$ cat src/rtl/issue_queue.sv
// issue_queue
//   In-order issue queue between decode and the functional units. Decoded ops
//   are buffered in a circular FIFO. The head op is checked against the
//   scoreboard for operand (RAW) and destination (WAW) hazards. When it is
//   clear and the output slot is free, the op is dispatched into a registered
//   output slot together with the operands read from the register file.
//
// Parameters
//   DEPTH   queue entries (power of 2, >= 2)
//   NUM_FU  number of functional units (>= 2)
//   UOPW    width of the opaque control payload
//
// Ports
//   clock, reset          rising-edge clock, asynchronous active-low reset
//   flush                 drops every queued op and the op held in the slot
//   in_*                  decode-side valid/ready handshake and op fields
//   sb_pending            scoreboard busy bitmap (bit i = register i busy)
//   sb_set_en/_addr       marks the destination busy in the cycle an op fires
//   rf_addra/b, rf_dataa/b  same-cycle register-file read for the head op
//   iss_*                 registered dispatch slot; iss_valid is one-hot per FU
//   fu_ready              per-unit accept for the dispatch slot
//   count                 number of occupied queue entries
//   stall_cycles          saturating count of cycles with a blocked head

module issue_queue #(
    parameter int DEPTH  = 4,
    parameter int NUM_FU = 3,
    parameter int UOPW   = 48,
    localparam int FUW   = (NUM_FU > 1) ? $clog2(NUM_FU) : 1,
    localparam int CW    = $clog2(DEPTH + 1)
) (
    input  logic              clock,
    input  logic              reset,
    input  logic              flush,

    input  logic              in_valid,
    output logic              in_ready,
    input  logic [UOPW-1:0]   in_uop,
    input  logic [4:0]        in_rs1,
    input  logic [4:0]        in_rs2,
    input  logic              in_use_rs2,
    input  logic [4:0]        in_rd,
    input  logic              in_writereg,
    input  logic [FUW-1:0]    in_fu,

    input  logic [31:0]       sb_pending,
    output logic              sb_set_en,
    output logic [4:0]        sb_set_addr,

    output logic [4:0]        rf_addra,
    output logic [4:0]        rf_addrb,
    input  logic [31:0]       rf_dataa,
    input  logic [31:0]       rf_datab,

    output logic [NUM_FU-1:0] iss_valid,
    input  logic [NUM_FU-1:0] fu_ready,
    output logic [UOPW-1:0]   iss_uop,
    output logic [31:0]       iss_rega,
    output logic [31:0]       iss_regb,
    output logic [4:0]        iss_rd,
    output logic              iss_writereg,

    output logic [CW-1:0]     count,
    output logic [15:0]       stall_cycles
);

    localparam int PW = $clog2(DEPTH);
    localparam logic [31:0] NUM_FU_U = NUM_FU;

    typedef struct packed {
        logic [UOPW-1:0] uop;
        logic [4:0]      rs1;
        logic [4:0]      rs2;
        logic            use_rs2;
        logic [4:0]      rd;
        logic            writereg;
        logic [FUW-1:0]  fu;
    } entry_t;

    entry_t entry_q [DEPTH];
    entry_t entry_d [DEPTH];

    logic [PW-1:0]     head_q, head_d;
    logic [PW-1:0]     tail_q, tail_d;
    logic [CW-1:0]     count_q, count_d;
    logic [15:0]       stall_q, stall_d;

    logic [NUM_FU-1:0] iss_valid_q, iss_valid_d;
    logic [UOPW-1:0]   iss_uop_q, iss_uop_d;
    logic [31:0]       iss_rega_q, iss_rega_d;
    logic [31:0]       iss_regb_q, iss_regb_d;
    logic [4:0]        iss_rd_q, iss_rd_d;
    logic              iss_writereg_q, iss_writereg_d;

    entry_t            head;
    entry_t            in_entry;
    logic              empty;
    logic              accept;
    logic              write_en;
    logic              fu_in_range;
    logic              op_ready;
    logic              waw_clear;
    logic              slot_free;
    logic              fire;
    logic [NUM_FU-1:0] head_onehot;

    // ------------------------------------------------------------------
    // Handshake and hazard evaluation
    // ------------------------------------------------------------------
    assign empty       = (count_q == '0);
    assign head        = entry_q[head_q];
    assign in_ready    = (count_q < CW'(DEPTH)) && !flush;
    assign accept      = in_valid && in_ready;
    // An op aimed at a nonexistent unit is swallowed so decode cannot hang.
    assign fu_in_range = (32'(in_fu) < NUM_FU_U);
    assign write_en    = accept && fu_in_range;

    assign in_entry = '{uop:      in_uop,
                        rs1:      in_rs1,
                        rs2:      in_rs2,
                        use_rs2:  in_use_rs2,
                        rd:       in_rd,
                        writereg: in_writereg,
                        fu:       in_fu};

    // Register 0 is hardwired zero, so it never blocks regardless of sb_pending.
    assign op_ready  = ((head.rs1 == 5'd0) || !sb_pending[head.rs1]) &&
                       (!head.use_rs2 || (head.rs2 == 5'd0) || !sb_pending[head.rs2]);
    assign waw_clear = !head.writereg || (head.rd == 5'd0) || !sb_pending[head.rd];

    // The slot can take a new op if it is empty or its occupant leaves this edge.
    assign slot_free = (iss_valid_q == '0) || ((iss_valid_q & fu_ready) != '0);

    assign fire = !empty && op_ready && waw_clear && slot_free && !flush;

    assign head_onehot = NUM_FU'(1) << head.fu;

    assign rf_addra = empty ? 5'd0 : head.rs1;
    assign rf_addrb = empty ? 5'd0 : head.rs2;

    assign sb_set_en   = fire && head.writereg && (head.rd != 5'd0);
    assign sb_set_addr = sb_set_en ? head.rd : 5'd0;

    // ------------------------------------------------------------------
    // Queue storage
    // ------------------------------------------------------------------
    always_comb begin
        entry_d = entry_q;
        if (write_en) begin
            entry_d[tail_q] = in_entry;
        end
    end

    // Payload storage needs no reset: entries are only read while counted.
    always_ff @(posedge clock) begin
        entry_q <= entry_d;
    end

    // ------------------------------------------------------------------
    // Pointers, occupancy, stall counter
    // ------------------------------------------------------------------
    always_comb begin
        head_d  = head_q;
        tail_d  = tail_q;
        count_d = count_q;
        stall_d = stall_q;

        if (flush) begin
            head_d  = '0;
            tail_d  = '0;
            count_d = '0;
        end else begin
            // Pointers are PW bits wide, so increment wraps modulo DEPTH.
            if (write_en) begin
                tail_d = tail_q + PW'(1);
            end
            if (fire) begin
                head_d = head_q + PW'(1);
            end
            count_d = count_q + CW'(write_en) - CW'(fire);

            if (!empty && !fire && (stall_q != 16'hFFFF)) begin
                stall_d = stall_q + 16'd1;
            end
        end
    end

    // ------------------------------------------------------------------
    // Dispatch slot
    // ------------------------------------------------------------------
    always_comb begin
        iss_valid_d    = iss_valid_q;
        iss_uop_d      = iss_uop_q;
        iss_rega_d     = iss_rega_q;
        iss_regb_d     = iss_regb_q;
        iss_rd_d       = iss_rd_q;
        iss_writereg_d = iss_writereg_q;

        if (flush) begin
            iss_valid_d = '0;
        end else if (fire) begin
            iss_valid_d    = head_onehot;
            iss_uop_d      = head.uop;
            iss_rega_d     = rf_dataa;
            iss_regb_d     = rf_datab;
            iss_rd_d       = head.rd;
            iss_writereg_d = head.writereg;
        end else if (slot_free) begin
            iss_valid_d = '0;
        end
    end

    always_ff @(posedge clock or negedge reset) begin
        if (!reset) begin
            head_q         <= '0;
            tail_q         <= '0;
            count_q        <= '0;
            stall_q        <= '0;
            iss_valid_q    <= '0;
            iss_uop_q      <= '0;
            iss_rega_q     <= '0;
            iss_regb_q     <= '0;
            iss_rd_q       <= '0;
            iss_writereg_q <= 1'b0;
        end else begin
            head_q         <= head_d;
            tail_q         <= tail_d;
            count_q        <= count_d;
            stall_q        <= stall_d;
            iss_valid_q    <= iss_valid_d;
            iss_uop_q      <= iss_uop_d;
            iss_rega_q     <= iss_rega_d;
            iss_regb_q     <= iss_regb_d;
            iss_rd_q       <= iss_rd_d;
            iss_writereg_q <= iss_writereg_d;
        end
    end

    assign iss_valid    = iss_valid_q;
    assign iss_uop      = iss_uop_q;
    assign iss_rega     = iss_rega_q;
    assign iss_regb     = iss_regb_q;
    assign iss_rd       = iss_rd_q;
    assign iss_writereg = iss_writereg_q;
    assign count        = count_q;
    assign stall_cycles = stall_q;

endmodule

$ cat config.mk
export PLATFORM = sky130hd
export DESIGN_NAME = issue_queue
export DESIGN_NICKNAME = d
export VERILOG_FILES = /design/src/rtl/issue_queue.sv
export SDC_FILE = /design/constraint.sdc
export NUM_CORES = 1
export LEC_CHECK = 0
export BUFFER_PORTS_ARGS = -buffer_cell sky130_fd_sc_hd__buf_2
export CAP_MARGIN = 20
export CORE_ASPECT_RATIO = 1.4
export CORE_UTILIZATION = 55
export CTS_CLUSTER_DIAMETER = 80
export DETAILED_ROUTE_END_ITERATION = 16
export PLACE_DENSITY = 0.88
export SLEW_MARGIN = 20
export SYNTH_ARGS = -nofsm -noshare
export SYNTH_HDL_FRONTEND = slang
export SYNTH_SLANG_ARGS = --single-unit
export TNS_END_PERCENT = 30
$ cat constraint.sdc
create_clock -name clock -period 4.2 [get_ports clock]
set_input_delay 0.63 -clock clock [delete_from_list [all_inputs] [get_ports clock]]
set_output_delay 0.63 -clock clock [all_outputs]
set_load 0.05 [all_outputs]
==> run summary, run 1 <==
Arrival time of data at the critical path endpoint - 3.68 ns
Static power due to leakage - 8.10 nW
Slew of the pin with the lowest slew margin - 1.07 ns
Core Util, Final - 68.0%
Number of slew-limit violations in the final report - 0
Total Routed Length - 37.5 mm
Sinks on the clock net - 412
Final non-filler cell total - 1655
Setup repair after global routing missed its margin - yes
Buffer cell driving the clock tree root - sky130_fd_sc_hd__clkbuf_16
Number of filler instances in the final layout - 1914
Total count of hold-check failures in the final report - 0
Cells after synthesis - 877
Sequential cell area in the final layout - 0.0117 mm^2
Total standard cell area after synthesis - 0.0165 mm^2
Share of final-layout standard cells stronger than drive strength 1 - 44.8%
Internal power of the cells - 8.72 mW
H-tree depth - 2
Fraction of registers with async set/reset - 35.0%
Top Metal Used - met5
Switching share of total power - 39.6%
Worst-path clk slew - 0.07 ns
Most used standard cell by instance count after synthesis - sky130_fd_sc_hd__edfxtp_1
Share of the yosys chip area belonging to registers - 70.8%
Area fraction in compound gates after synthesis - 1.64%
Multiplexer share of the synthesized area - 20.4%
Met3 wire len - 2.58 mm
Internal reg-to-reg setup slack - 0.34 ns
Routed length on met1 - 13.4 mm
DR iter-0 viols - 464
Pin count of the biggest net entering global routing - 123
Pre-CTS worst setup slack - 0.111 ns
Total via count after detailed routing - 9484
Synth Area in Adders - 0.654%
Part of the power in registers - 37.6%
Width of the die - 148 um
Xor and xnor fraction of the mapped netlist area - 0.958%
Synthesized net count - 1055
Post-synthesis share of cell area spent on and, or, nand and nor gates - 3.85%
Final Critical Period - 4.31 ns
Number of enable flip-flop cells after synthesis - 268
Die outline height - 207 um
Relative slew slack - 28.7%
Primary flip-flop cell chosen by synthesis mapping - sky130_fd_sc_hd__edfxtp_1
Top cells by count, synth - 268 x sky130_fd_sc_hd__edfxtp_1, 144 x sky130_fd_sc_hd__dfrtp_1, 71 x sky130_fd_sc_hd__mux4_2, 64 x sky130_fd_sc_hd__mux2_2, 60 x sky130_fd_sc_hd__mux2_1
Placed wire-length estimate - 25.3 mm
Number of antenna violations at the first check in global routing - 5
Violated checks - negative setup slack
First-pass iteration count of the detailed router - 4
Max-capacitance violation count - 0
Required arrival time at the worst endpoint - 3.57 ns
Final worst path period share - 103%
Number of buffer cells added on primary ports - 326
Clk pwr share - 22.8%
Net count reported at finish - 1421
Share of power burned in combinational logic - 39.6%
Type of the most critical hold path - input port to asynchronous set/reset pin
Setup CP Type - flop to output port
Critical-path maximum fanout - 5
Placeable core area - 0.0294 mm^2
Weighted congestion reported at the end of routability-driven placement - 0.890
Num ports - 327
Residual antenna-violating net count after detailed routing - 0
Routed vias/inst - 5.73
Synthesized area divided by synthesized cell count - 18.8 um^2
Worst Setup End Kind - output port
Power Dens Cells - 723 mW/mm^2
Worst Slack Setup Final - -0.111 ns
Average detailed-routed wire length per instance - 22.6 um
Worst ir drop on vdd - 0.573 mV
Post-synth cell types - 50
Total die area - 0.0306 mm^2
Effective utilization at floorplan - 56.1%
Final worst clock skew - 0.0137 ns
Via count of the first global-routing pass - 9955
Max Fclk - 232 MHz
Final global-route overflow total - 0
TritonCTS clock tree - built
FF+latch count, synth - 412
Global-route wire length before repair - 55.9 mm
Gr usage total - 24.6%
Hold-fix buffer count after cts - 0
Main area contributors after synthesis - sky130_fd_sc_hd__edfxtp_1 49%, sky130_fd_sc_hd__dfrtp_1 22%, sky130_fd_sc_hd__mux4_2 9.7%, sky130_fd_sc_hd__mux2_2 4.4%, sky130_fd_sc_hd__mux2_1 4.1%
Detailed route wirelength on metal2 - 19.8 mm
Number of core rows - 74
Result of the run - finished with violations
Total of endpoints with negative setup slack in the final report - 4
Latest clock arrival within the worst-skew pair - 0.53 ns
Clock Tree Buf Depth - 3
Number of instances in the placed design - 1570
Total area of multi-input combinational cells - 0.00458 mm^2
Startpoint type of the worst setup path - flop
Synth top area share - 48.9%
Remaining design rule violation count - 0
CTS buffer count - 39
Number of synthesis warnings - 0
Switching component of the power - 5.71 mW
Leading area contributor after synthesis - sky130_fd_sc_hd__edfxtp_1
Area overhead of the layout relative to synthesis - 21.3%
Largest family of logic cells by synthesized area - multiplexers
## registers in the layout, summed over array words and instances, names as in the netlist, 2 cells and up
signal and flops:
entry_q 268, iss_uop 48, iss_rega 32, iss_regb 32
stall_cycles 16, iss_rd 5, count 3, iss_valid 3
head_q 2, tail_q 2
## metal layers
layer / global-route usage (%) / vias up
met5: 0 / -
met4: 12.9 / 4
met3: 5.01 / 111
met2: 43.8 / 395
met1: 28.0 / 4799
li1: - / 4175
## repair_timing
| action | CTS | global route |
|---|---|---|
| gates cloned | 1 | 0 |
| setup buffers | 11 | 0 |
| pin swaps | 2 | 1 |
| endpoints found under the setup margin | 6 | 6 |
| resized for setup | 18 | 3 |
## per-stage QoR
stage / power [mW] / cell area (um^2) / hold slack (ns) / setup TNS [ns]
2_1_floorplan: 9.68 / 16500 / 0.334 / 0
3_3_place_gp: 11.0 / 18600 / 0.460 / 0
3_5_place_dp: 11.1 / 18600 / 0.473 / 0
4_1_cts: 14.5 / 19900 / 0.174 / -0.327
5_1_grt: 15.0 / 20000 / 0.203 / -1.06
6_report: 14.4 / 20000 / 0.119 / -0.313
## critical path, cell delays in order (launching register included)
cell and delay [ns]:
sky130_fd_sc_hd__dfrtp_4 0.52, sky130_fd_sc_hd__buf_4 0.16, sky130_fd_sc_hd__mux4_2 0.51, sky130_fd_sc_hd__mux2_2 0.30, sky130_fd_sc_hd__or3_1 0.36, sky130_fd_sc_hd__nand3_1 0.09
sky130_fd_sc_hd__o31ai_2 0.09, sky130_fd_sc_hd__nor4_4 0.37, sky130_fd_sc_hd__buf_4 0.18, sky130_fd_sc_hd__nand4_1 0.12, sky130_fd_sc_hd__a31oi_1 0.21, sky130_fd_sc_hd__buf_4 0.24
## cell type report
class	count	share of cell area [%]
sequential	412	58.4
multi-input combinational	408	23.0
timing repair buffer	366	9.99
clock buffer	44	5.03
tap	380	2.38
clock inverter	26	0.902
inverter	16	0.313
antenna	3	0.0376
## final timing paths
kind,end,cells after the start,start
min in group clock,entry_q[145],1,in_rs2[2]
hold reg to reg,iss_uop[14],1,iss_uop[14]
hold / removal,iss_regb[23],1,reset
setup reg to reg,count[2],15,head_q[0]
setup / recovery,sb_set_en,11,head_q[0]
max in group asynchronous,iss_uop[23],2,reset
## logic make-up (layout without fill, tap and decap cells)
kind of cell,count (synthesis),count (layout)
other,0,3
XOR/XNOR,18,18
flip-flops,412,412
adder cells (fa/ha/maj),8,8
AO/OA/AOI/OAI,36,36
buffers and inverters,58,452
multiplexers,229,230
AND/OR/NAND/NOR,116,116
## placed cells by master, fill, tap and decap left out, drive strengths merged, types with 2 or more instances in the layout
master	n
buf	366
nand2b	2
bufinv	2
o311ai	2
nand3	12
or3	4
and2	6
clkinvlp	2
xor2	6
and4	2
o31ai	7
mux2	127
inv	17
clkbuf	44
mux2i	31
nor2	18
nand3b	2
ha	7
o21ai	4
nand2	24
a31oi	2
nand4	10
clkinv	21
dfrtp	144
edfxtp	268
nor2b	12
a21oi	3
and3	21
diode	3
a211o	2
xnor2	12
mux4	72
a221oi	2
a22oi	3
a311oi	2
## power groups by stage
| stage | Sequential [mW] | Clock [mW] | Combinational [mW] |
|---|---|---|---|
| floorplan | 7.53 | 0 | 2.15 |
| global placement | 5.46 | 0 | 5.51 |
| detailed placement | 5.50 | 0 | 5.61 |
| finish | 5.42 | 3.29 | 5.72 |
| global route | 5.50 | 3.50 | 6.01 |
| CTS | 5.42 | 3.35 | 5.75 |
(Power assumes the default switching activity.)
==> inputs of run 2 (changes only) <==
==> constraint.sdc (replaced) <==
create_clock -name clock -period 4.2 [get_ports clock]
set_input_delay 0.21 -clock clock [delete_from_list [all_inputs] [get_ports clock]]
set_output_delay 0.21 -clock clock [all_outputs]
set_load 0.05 [all_outputs]
==> run 2 against run 1 <==
  * The flow now finishes without violations
  * Utilization up 4.8 points
  * Maximum frequency grew 5.9%
  * Worst hold slack got worse by 0.054 ns
  * Final area rose by 7.0%
  * Routed wire length rose by 12%
  * Sequential power rose by 1%
  * Largest power group unchanged
  * Highest routed layer unchanged
==> run summary, run 2 (same netlist as run 1, synthesis figures left out) <==
Arrival time of data at the critical path endpoint - 3.86 ns (+0.18 ns)
Share of power burned in combinational logic - 39.6% (about the same)
Required arrival time at the worst endpoint - 3.99 ns (+0.42 ns)
Type of the most critical hold path - input port to asynchronous set/reset pin
Pin count of the biggest net entering global routing - 133 (+8.1%)
Critical-path maximum fanout - 7 (+2)
Flip-flop count of the largest register, all copies and words added - 268 (unchanged)
Most flop-heavy register - entry_q
Top library cells by usage in the layout, fill and taps aside - 323 x sky130_fd_sc_hd__buf_2, 268 x sky130_fd_sc_hd__edfxtp_1, 142 x sky130_fd_sc_hd__dfrtp_1
Internal power of the cells - 9.14 mW (+4.8%)
Num ports - 327 (unchanged)
Area overhead of the layout relative to synthesis - 29.9%
Slowest cell on crit path - sky130_fd_sc_hd__mux4_2
DR iter-0 viols - 558 (+20%)
Worst Setup End Kind - output port
Core Util, Final - 72.8% (+4.8 points)
TritonCTS clock tree - built
Slew of the pin with the lowest slew margin - 1.09 ns (+0.0163 ns)
Remaining design rule violation count - 0 (unchanged)
Width of the die - 148 um (unchanged)
Clock Tree Buf Depth - 3 (unchanged)
Startpoint type of the worst setup path - flop
Power Dens Cells - 705 mW/mm^2 (-2.5%)
Total via count after detailed routing - 10100 (+7.0%)
Number of core rows - 74 (unchanged)
Number of slew-limit violations in the final report - 0 (unchanged)
Most frequent standard cell in the layout excluding fill and tap cells - sky130_fd_sc_hd__buf_2
Effective utilization at floorplan - 56.1% (unchanged)
Result of the run - completed
Final Critical Period - 4.07 ns (-0.241 ns)
Relative slew slack - 27.6% (-1.1 points)
Residual antenna-violating net count after detailed routing - 0 (unchanged)
Final worst path period share - 96.9% (-5.7 points)
Critical path startpoint - head_q[0]
Worst flop-to-flop path endpoint - count[2]
Total die area - 0.0306 mm^2 (unchanged)
Part of the power in registers - 36.4% (-1.2 points)
Cells on worst reg2reg path - 18 (+3)
Worst-path clk slew - 0.07 ns (about the same)
Via count of the first global-routing pass - 10900 (+9.6%)
Internal reg-to-reg setup slack - 0.25 ns (-0.09 ns)
Latest clock arrival within the worst-skew pair - 0.53 ns (about the same)
Total count of hold-check failures in the final report - 0 (unchanged)
Switching component of the power - 5.92 mW (+3.7%)
Number of buffer cells added on primary ports - 326 (unchanged)
Clk pwr share - 24.1% (+1.3 points)
Placed wire-length estimate - 24.2 mm (-4.4%)
H-tree depth - 2 (unchanged)
Global-route wire length before repair - 61.8 mm (+10%)
Switching share of total power - 39.3% (-0.25 points)
Gr usage total - 27.4% (+2.8 points)
Setup CP Type - flop to output port
Final Hold Slack - 0.0653 ns (-0.0536 ns)
PnR Total Power - 15.1 mW (+4.4%)
Highest cell delay on the worst timing path - 0.54 ns (+0.02 ns)
Number of antenna violations at the first check in global routing - 6 (+1)
Static power due to leakage - 8.69 nW (+7.3%)
CTS buffer count - 38 (-2.6%)
Sinks on the clock net - 412 (unchanged)
Max-capacitance violation count - 0 (unchanged)
Origin of the critical flop-to-flop path - head_q[0]
Net count reported at finish - 1547 (+8.9%)
Max Fclk - 246 MHz (+5.9%)
Critical-path cell list - buf_12 -> mux4_2 -> mux2_2 -> o311ai_1 -> a21oi_1 -> o221a_1 -> nor4_4 -> buf_4 -> nand4_1 -> nor2_1 -> clkbuf_4
Share of final-layout standard cells stronger than drive strength 1 - 40.6% (-4.3 points)
Total Routed Length - 42.0 mm (+12%)
Buffer cell driving the clock tree root - sky130_fd_sc_hd__clkbuf_16
Die outline height - 207 um (unchanged)
Final global-route overflow total - 0 (unchanged)
Placeable core area - 0.0294 mm^2 (unchanged)
Average detailed-routed wire length per instance - 23.5 um (+3.9%)
Weighted congestion reported at the end of routability-driven placement - 0.932 (+4.7%)
Final worst clock skew - 0.0141 ns (+0.000392 ns)
First-pass iteration count of the detailed router - 4 (unchanged)
Routed vias/inst - 5.69 (-0.67%)
Total of endpoints with negative setup slack in the final report - 0 (-4)
Worst ir drop on vdd - 0.558 mV (-2.6%)
[run 2: layout make-up]
cell class,instances,area (um^2)
antenna,5,12.5
clock buffer,53,1100
clock inverter,16,228
fill,1718,7970
inverter,16,60.1
multi-input combinational,407,4540
sequential,412,11700
tap,380,475
timing repair buffer,494,3310
[run 2: worst max-delay path by stage]
| stage | slack (ns) | end |
|---|---|---|
| detailed placement | 0.18 | count[2] |
| CTS | 0.02 | sb_set_en |
| floorplan | 0.32 | count[2] |
| global route | -0.02 | sb_set_addr[1] |
| global placement | 0.19 | count[2] |
| finish | 0.13 | sb_set_addr[0] |
[run 2: critical path: cells and delay by family (launching register included)]
family                 cells  cell delay (ns)
AO/OA/AOI/OAI              3             0.59
buffers and inverters      3             0.61
flip-flops                 1             0.49
multiplexers               2             0.85
AND/OR/NAND/NOR            3             0.79
[run 2: through the flow]
step	instances	setup WS [ns]	cell area [um^2]	TNS [ns]
finish	1783	0.131	21400	0
global route	1783	-0.0219	21400	-0.0305
CTS	1760	0.0223	21200	0
detailed placement	1558	0.183	18500	0
global placement	1558	0.188	18500	0
floorplan	877	0.325	16500	0
[run 2: per-layer routing]
metal	wire length (um)	global-route usage [%]	vias up
li1	-	-	4424
met2	21900	48.5	452
met3	2620	5.85	138
met5	13	0	-
met1	15000	30.5	5133
met4	2340	16.4	2
[run 2: repair_timing]
item,4_1_cts,5_1_grt
setup buffers,0,18
hold buffers,133,0
resized for setup,2,9
gates cloned,0,0
endpoints found under the setup margin,6,7
hold endpoints to repair,472,0
[run 2: power by group through the flow]
stage | logic, mW | clock network (mW) | registers (mW)
2_1_floorplan | 2.15 | 0 | 7.53
3_3_place_gp | 5.52 | 0 | 5.48
3_5_place_dp | 5.61 | 0 | 5.52
4_1_cts | 5.75 | 3.66 | 5.45
5_1_grt | 6.24 | 3.80 | 5.54
6_report | 5.96 | 3.63 | 5.48
